<file path="src/rtl/stage_pkg.sv">
// rtl/stage_pkg.sv - stage encodings, role constants and width helper for stage_ctrl
// No ports: shared types and constants only.

package stage_pkg;

    typedef enum logic [1:0] {
        ST_MENU = 2'd0,
        ST_SYNC = 2'd1,
        ST_GAME = 2'd2,
        ST_OVER = 2'd3
    } stage_t;

    localparam logic ROLE_MASTER = 1'b0;
    localparam logic ROLE_SLAVE  = 1'b1;

    // finish_src encodes 0 = local board, k = channel k-1.
    function automatic int finish_src_w(input int n_peers);
        return $clog2(n_peers + 1);
    endfunction

endpackage

</file>
<file path="src/rtl/click_edge.sv">
// rtl/click_edge.sv - registered mouse release-edge detector
// Ports:
//   clk, reset    clock, asynchronous active-low reset
//   mouse_left    raw left-button level, 1 = pressed
//   click         one-cycle registered pulse on press-to-release transition

module click_edge (
    input  logic clk,
    input  logic reset,
    input  logic mouse_left,
    output logic click
);

    logic mouse_prev;

    // mouse_prev resets to 0 so a button held through reset does not
    // produce a release pulse when reset is lifted.
    always_ff @(posedge clk or negedge reset) begin
        if (!reset) begin
            mouse_prev <= 1'b0;
            click      <= 1'b0;
        end else begin
            mouse_prev <= mouse_left;
            click      <= mouse_prev & ~mouse_left;
        end
    end

endmodule

</file>
<file path="src/rtl/stage_ctrl.sv">
// rtl/stage_ctrl.sv - MENU/SYNC/GAME/OVER stage controller with peer start handshake
// Ports:
//   clk, reset                  clock, asynchronous active-low reset
//   mouse_left                  raw left-button level
//   on_*_btn                    cursor-over-button flags (mutually exclusive)
//   game_finish                 local board solved
//   rx_connect/start/ack/finish per-channel one-cycle receive pulses
//   tx_connect/start/finish     one-cycle broadcast pulses
//   tx_ack                      per-channel one-cycle acknowledge pulse
//   stage, game_init            current stage, board init request (decoded)
//   role, peers_linked          master/slave role, linked-channel mask
//   finish_src                  first finisher: 0 local, k = channel k-1
//   link_error                  sticky ack-timeout flag

module stage_ctrl
    import stage_pkg::*;
#(
    parameter int N_PEERS     = 2,
    parameter int ACK_TIMEOUT = 10_000_000
) (
    input  logic                           clk,
    input  logic                           reset,
    input  logic                           mouse_left,
    input  logic                           on_start_btn,
    input  logic                           on_connect_btn,
    input  logic                           on_return_btn,
    input  logic                           game_finish,
    input  logic [N_PEERS-1:0]             rx_connect,
    input  logic [N_PEERS-1:0]             rx_start,
    input  logic [N_PEERS-1:0]             rx_ack,
    input  logic [N_PEERS-1:0]             rx_finish,
    output logic                           tx_connect,
    output logic                           tx_start,
    output logic                           tx_finish,
    output logic [N_PEERS-1:0]             tx_ack,
    output logic [1:0]                     stage,
    output logic                           game_init,
    output logic                           role,
    output logic [N_PEERS-1:0]             peers_linked,
    output logic [$clog2(N_PEERS+1)-1:0]   finish_src,
    output logic                           link_error
);

    localparam int TW = $clog2(ACK_TIMEOUT + 1);
    localparam int IW = (N_PEERS > 1) ? $clog2(N_PEERS) : 1;
    localparam int FW = finish_src_w(N_PEERS);

    // Input sampling stage: every event is registered once so that the
    // click pulse, button flags and link pulses all reach the FSM aligned.
    logic               click_q;
    logic               start_q, connect_q, return_q, finish_q;
    logic [N_PEERS-1:0] rxc_q, rxs_q, rxa_q, rxf_q;

    click_edge u_click_edge (
        .clk        (clk),
        .reset      (reset),
        .mouse_left (mouse_left),
        .click      (click_q)
    );

    always_ff @(posedge clk or negedge reset) begin
        if (!reset) begin
            start_q   <= 1'b0;
            connect_q <= 1'b0;
            return_q  <= 1'b0;
            finish_q  <= 1'b0;
            rxc_q     <= '0;
            rxs_q     <= '0;
            rxa_q     <= '0;
            rxf_q     <= '0;
        end else begin
            start_q   <= on_start_btn;
            connect_q <= on_connect_btn;
            return_q  <= on_return_btn;
            finish_q  <= game_finish;
            rxc_q     <= rx_connect;
            rxs_q     <= rx_start;
            rxa_q     <= rx_ack;
            rxf_q     <= rx_finish;
        end
    end

    logic start_click, connect_click, return_click;
    assign start_click   = click_q & start_q;
    assign connect_click = click_q & connect_q;
    assign return_click  = click_q & return_q;

    stage_t             stage_r, stage_nx;
    logic               role_nx, link_error_nx;
    logic [N_PEERS-1:0] peers_nx;
    logic [IW-1:0]      master_idx_r, master_idx_nx;
    logic [N_PEERS-1:0] acked_r, acked_nx;
    logic [TW-1:0]      timer_r, timer_nx;
    logic [FW-1:0]      finish_src_nx;
    logic               tx_connect_nx, tx_start_nx, tx_finish_nx;
    logic [N_PEERS-1:0] tx_ack_nx;

    // Lowest-index winners for simultaneous connects and remote finishes.
    logic [N_PEERS-1:0] rxf_hit;
    logic [IW-1:0]      conn_idx, fin_idx;
    logic               solo_link, all_acked;
    logic [N_PEERS-1:0] acked_sum;

    assign rxf_hit   = rxf_q & peers_linked;
    assign solo_link = (peers_linked == '0);
    assign acked_sum = acked_r | (rxa_q & peers_linked);
    assign all_acked = (acked_sum == peers_linked);

    always_comb begin
        conn_idx = '0;
        fin_idx  = '0;
        for (int i = N_PEERS - 1; i >= 0; i--) begin
            if (rxc_q[i])   conn_idx = IW'(i);
            if (rxf_hit[i]) fin_idx  = IW'(i);
        end
    end

    // State register: stage plus all registered status and tx pulses.
    always_ff @(posedge clk or negedge reset) begin
        if (!reset) begin
            stage_r      <= ST_MENU;
            role         <= ROLE_MASTER;
            peers_linked <= '0;
            master_idx_r <= '0;
            acked_r      <= '0;
            timer_r      <= '0;
            finish_src   <= '0;
            link_error   <= 1'b0;
            tx_connect   <= 1'b0;
            tx_start     <= 1'b0;
            tx_finish    <= 1'b0;
            tx_ack       <= '0;
        end else begin
            stage_r      <= stage_nx;
            role         <= role_nx;
            peers_linked <= peers_nx;
            master_idx_r <= master_idx_nx;
            acked_r      <= acked_nx;
            timer_r      <= timer_nx;
            finish_src   <= finish_src_nx;
            link_error   <= link_error_nx;
            tx_connect   <= tx_connect_nx;
            tx_start     <= tx_start_nx;
            tx_finish    <= tx_finish_nx;
            tx_ack       <= tx_ack_nx;
        end
    end

    // Next-state logic.
    always_comb begin
        stage_nx = stage_r;
        case (stage_r)
            ST_MENU: begin
                if (role == ROLE_MASTER) begin
                    // An incoming connect demotes us to slave and pre-empts a start click.
                    if (!(|rxc_q && solo_link) && start_click)
                        stage_nx = solo_link ? ST_GAME : ST_SYNC;
                end else if (rxs_q[master_idx_r]) begin
                    stage_nx = ST_GAME;
                end
            end
            ST_SYNC: begin
                if (all_acked)
                    stage_nx = ST_GAME;
                else if (timer_r == '0)
                    stage_nx = ST_MENU;
            end
            ST_GAME: begin
                if (finish_q || |rxf_hit)
                    stage_nx = ST_OVER;
            end
            ST_OVER: begin
                if (return_click)
                    stage_nx = ST_MENU;
            end
            default: stage_nx = ST_MENU;
        endcase
    end

    // Next-output logic: tx pulses default low so each lasts one cycle.
    always_comb begin
        role_nx       = role;
        peers_nx      = peers_linked;
        master_idx_nx = master_idx_r;
        acked_nx      = acked_r;
        timer_nx      = timer_r;
        finish_src_nx = finish_src;
        link_error_nx = link_error;
        tx_connect_nx = 1'b0;
        tx_start_nx   = 1'b0;
        tx_finish_nx  = 1'b0;
        tx_ack_nx     = '0;
        case (stage_r)
            ST_MENU: begin
                if (role == ROLE_MASTER) begin
                    if (connect_click) begin
                        tx_connect_nx = 1'b1;
                        link_error_nx = 1'b0;
                    end
                    if (|rxc_q && solo_link) begin
                        role_nx            = ROLE_SLAVE;
                        master_idx_nx      = conn_idx;
                        peers_nx           = '0;
                        peers_nx[conn_idx] = 1'b1;
                        tx_ack_nx          = '0;
                        tx_ack_nx[conn_idx] = 1'b1;
                    end else begin
                        peers_nx = peers_linked | rxa_q;
                        if (start_click && solo_link) begin
                            link_error_nx = 1'b0;
                        end else if (start_click) begin
                            tx_start_nx = 1'b1;
                            acked_nx    = '0;
                            timer_nx    = TW'(ACK_TIMEOUT);
                        end
                    end
                end else begin
                    if (rxs_q[master_idx_r]) begin
                        tx_ack_nx[master_idx_r] = 1'b1;
                        link_error_nx           = 1'b0;
                    end else if (return_click) begin
                        // Return is the only way out of a slave link.
                        role_nx  = ROLE_MASTER;
                        peers_nx = '0;
                    end
                end
            end
            ST_SYNC: begin
                acked_nx = acked_sum;
                if (all_acked)
                    link_error_nx = 1'b0;
                else if (timer_r == '0)
                    link_error_nx = 1'b1;
                else
                    timer_nx = timer_r - TW'(1);
            end
            ST_GAME: begin
                if (finish_q) begin
                    tx_finish_nx  = 1'b1;
                    finish_src_nx = '0;
                end else if (|rxf_hit) begin
                    finish_src_nx = FW'(fin_idx) + FW'(1);
                end
            end
            default: ;
        endcase
    end

    assign stage     = stage_r;
    assign game_init = (stage_r != ST_GAME);

endmodule

</file>
<file path="config.mk">
export PLATFORM = sky130hd
export DESIGN_NAME = stage_ctrl
export DESIGN_NICKNAME = d
export VERILOG_FILES = /design/src/rtl/stage_pkg.sv /design/src/rtl/click_edge.sv /design/src/rtl/stage_ctrl.sv
export SDC_FILE = /design/constraint.sdc
export NUM_CORES = 1
export LEC_CHECK = 0
export ABC_CLOCK_PERIOD_IN_PS = 2920
export CORE_AREA = 8 8 113 115
export DETAILED_ROUTE_END_ITERATION = 8
export DIE_AREA = 0 0 121 123
export PLACE_DENSITY = 0.42
export REMOVE_ABC_BUFFERS = 1
export SLEW_MARGIN = 20
export SYNTH_ARGS = -nofsm -noshare
export SYNTH_HDL_FRONTEND = slang
export SYNTH_HIERARCHICAL = 1
export SYNTH_SLANG_ARGS = --single-unit
export TNS_END_PERCENT = 10
</file>
<file path="constraint.sdc">
create_clock -name clk -period 2.92 [get_ports clk]
set_input_delay 0.438 -clock clk [delete_from_list [all_inputs] [get_ports clk]]
set_output_delay 0.438 -clock clk [all_outputs]
set_load 0.1 [all_outputs]
</file>
==> run metrics <==
CP Launch Type register; count of flip-flops with a built-in enable after synthesis 0; Yosys Warn Count 6; clock tree skew after final layout 0.00350 ns; iteration count of the initial detailed-routing pass 5; leakage power 1.38 nW; Post-Route Setup TNS 0 ns; remaining antenna violation count 0; wire length of the first global-routing pass 10,000 um; largest area contributor in the netlist sky130_fd_sc_hd__dfrtp_1; largest delay contributor family on the critical path simple AND/OR/NAND/NOR gates; die boundary height 123 um; worst hold path class input port to async pin; setup violators final 0; post-layout total power 3.52 mW; top area cells in the synthesized netlist sky130_fd_sc_hd__dfrtp_1 (53%), sky130_fd_sc_hd__nor2_1 (3.8%), sky130_fd_sc_hd__or3_1 (3.2%); number of buffers and inverters on the critical path 0; layout overhead on the synthesized area 23.4%; post-CTS setup buffer count 0; longest individual stage delay on the worst path 0.51 ns; total vias in the final route 1,928; via/cell ratio 4.50; master cell of the clock root buffer sky130_fd_sc_hd__clkbuf_16; Global Route Usage Sum 8.53%; initial antenna violation count 0; endpoint arrival time on the critical path 2.61 ns; post-layout net count 301; portion of the post-synthesis area used by sequential elements 53.0%; post-synth cell types 53; mean routed wirelength per cell 14.2 um; share of synthesized registers carrying an async set or reset 100%; clk sink count 54; I/O pin count 29; mean post-synth cell area 10.1 um2; CP Cell Sequence nor2_1 -> o41a_1 -> a21oi_4 -> nand4_1 -> or4_1 -> nand3_1; full die area 0.0149 mm2; max frequency 420 MHz; number of buffer cells added on primary ports 28; minimum hold slack 0.175 ns; Fin. Hold Viols 0; # resized after CTS 0; final count of pins violating max slew 0; post-route fraction of the period consumed by the critical path 81.5%; total CTS buffers 5; library cell with the highest instance count after synthesis sky130_fd_sc_hd__dfrtp_1; stages on the worst setup path 6; maximum VDD drop 0.656 mV; overflow left after global routing 0; Rows 39; placed instance area 0.00297 mm2; element type at the critical path end register; core area 0.0111 mm2; Final Wtd Congestion 0.735; PwrDens 1120 mW/mm2; Die Width 121 um; Hold-fix buffers, CTS 0; peak fanout along the critical path 9; H-tree Lvls 2; starting utilization of the core area 23.0%; Slew headroom 54.7%; area share of the largest cell type after synthesis 53.0%; vias in the first global route 2,041; fraction of layout cells with a size suffix above 1 13.3%; Clock Latency Late Sink 0.30 ns; R2R cell count 6; Initial DRC Count 110; HPWL after detailed placement 4450 um; combined area of all synthesized cells 0.00255 mm2; diode insertion count for antenna repair 0; status finished clean; clock slew at reported path FFs 0.07 ns; clock tree from TritonCTS yes; largest net degree at the start of global routing 31; maximum count of clock buffers along a single path 2; worst setup path category register to register; #FFs+latches synth 54; required time at the endpoint of the critical path 3.16 ns; Maximum Capacitance Violations 0; cell count after synthesis 252; pin slew with the least headroom to its limit 0.679 ns; total wirelength of the detailed-routed design 6080 um; unrepaired setup endpoints after global routing false; ranking of synthesized cells by instance count sky130_fd_sc_hd__dfrtp_1 (54), sky130_fd_sc_hd__nor2_1 (26), sky130_fd_sc_hd__nand2_1 (20); DRC Markers 0; cell with the largest stage delay on the worst path sky130_fd_sc_hd__or4_1; min cycle time layout 2.38 ns; cell area after layout 0.00315 mm2; top_reg_cell synth sky130_fd_sc_hd__dfrtp_1
flip-flops by register name, indices dropped and copies added, names as in the netlist, 2 cells and up:
signal and flops:
acked_r 2, finish_src 2, peers_linked 2, rxa_q 2, rxc_q 2, rxf_q 2
rxs_q 2, stage 2, timer_r 24, tx_ack 2
logic make-up (layout without fill, tap and decap cells):
| family | after synthesis | count (layout) | share of synthesized area, % |
|---|---|---|---|
| AO/OA/AOI/OAI | 48 | 48 | 12.5 |
| XOR/XNOR | 5 | 5 | 1.72 |
| adder cells (fa/ha/maj) | 2 | 2 | 0.982 |
| buffers and inverters | 14 | 47 | 2.16 |
| flip-flops | 54 | 54 | 53.0 |
| multiplexers | 8 | 8 | 3.24 |
| AND/OR/NAND/NOR | 121 | 121 | 26.4 |
through the flow:
step | std cells | setup slack [ns] | util, %
finish | 428 | 0.542 | 28.4
global route | 428 | 0.386 | 28.4
CTS | 428 | 0.524 | 28.4
detailed placement | 420 | 0.540 | 26.8
global placement | 420 | 0.560 | 26.8
floorplan | 244 | 0.175 | -
cells in the final DEF (no fill, tap or decap), types with 2 or more instances in the layout:
master,n
sky130_fd_sc_hd__and2_1,3
sky130_fd_sc_hd__nor2b_1,3
sky130_fd_sc_hd__nor2_1,26
sky130_fd_sc_hd__or2_2,3
sky130_fd_sc_hd__clkdlybuf4s50_1,13
sky130_fd_sc_hd__nor3b_1,2
sky130_fd_sc_hd__nand3_1,15
sky130_fd_sc_hd__buf_4,19
sky130_fd_sc_hd__or4_1,6
sky130_fd_sc_hd__o21ai_0,8
sky130_fd_sc_hd__nand2b_1,7
sky130_fd_sc_hd__dfrtp_1,54
sky130_fd_sc_hd__or3b_1,2
sky130_fd_sc_hd__xor2_1,4
sky130_fd_sc_hd__a21oi_1,14
sky130_fd_sc_hd__a21o_1,3
sky130_fd_sc_hd__inv_1,6
sky130_fd_sc_hd__nor3_1,7
sky130_fd_sc_hd__ha_1,2
sky130_fd_sc_hd__or3_1,13
sky130_fd_sc_hd__nand2_1,20
sky130_fd_sc_hd__o21a_1,2
sky130_fd_sc_hd__a31oi_1,4
sky130_fd_sc_hd__o31ai_1,5
sky130_fd_sc_hd__clkbuf_16,5
sky130_fd_sc_hd__mux2i_1,6
sky130_fd_sc_hd__nand3b_1,3
report_power, final:
part	internal, mW	switching (mW)
combinational	0.508	1.06
clock	0.410	0.289
sequential	0.986	0.264
path summary, 6_finish.rpt:
check | from | endpoint | slack, ns
max in group asynchronous | reset | timer_r[5] | 2.07
min in group clk | u_click_edge/mouse_prev | u_click_edge/click | 0.48
min | reset | tx_ack[1] | 0.17
max | peers_linked[0] | timer_r[10] | 0.54
min reg2reg | u_click_edge/mouse_prev | u_click_edge/click | 0.48
max reg2reg | peers_linked[0] | timer_r[10] | 0.54
area by class of cell:
type / count / area (um2)
Clock buffer: 5 / 125
Fill cell: 1133 / 7930
Tap cell: 143 / 179
Inverter: 6 / 22.5
Sequential cell: 54 / 1350
Multi-Input combinational cell: 184 / 1140
Timing Repair Buffer: 33 / 278
Clock inverter: 3 / 47.5
per-layer routing:
layer | part of all wire (%) | up-vias | global-route usage [%]
met5 | 0 | - | 0
met4 | 1.8 | 0 | 3.51
met3 | 4.3 | 11 | 2.33
met2 | 48 | 32 | 14.3
met1 | 46 | 923 | 10.2
li1 | - | 962 | -
(Power assumes the default switching activity.)
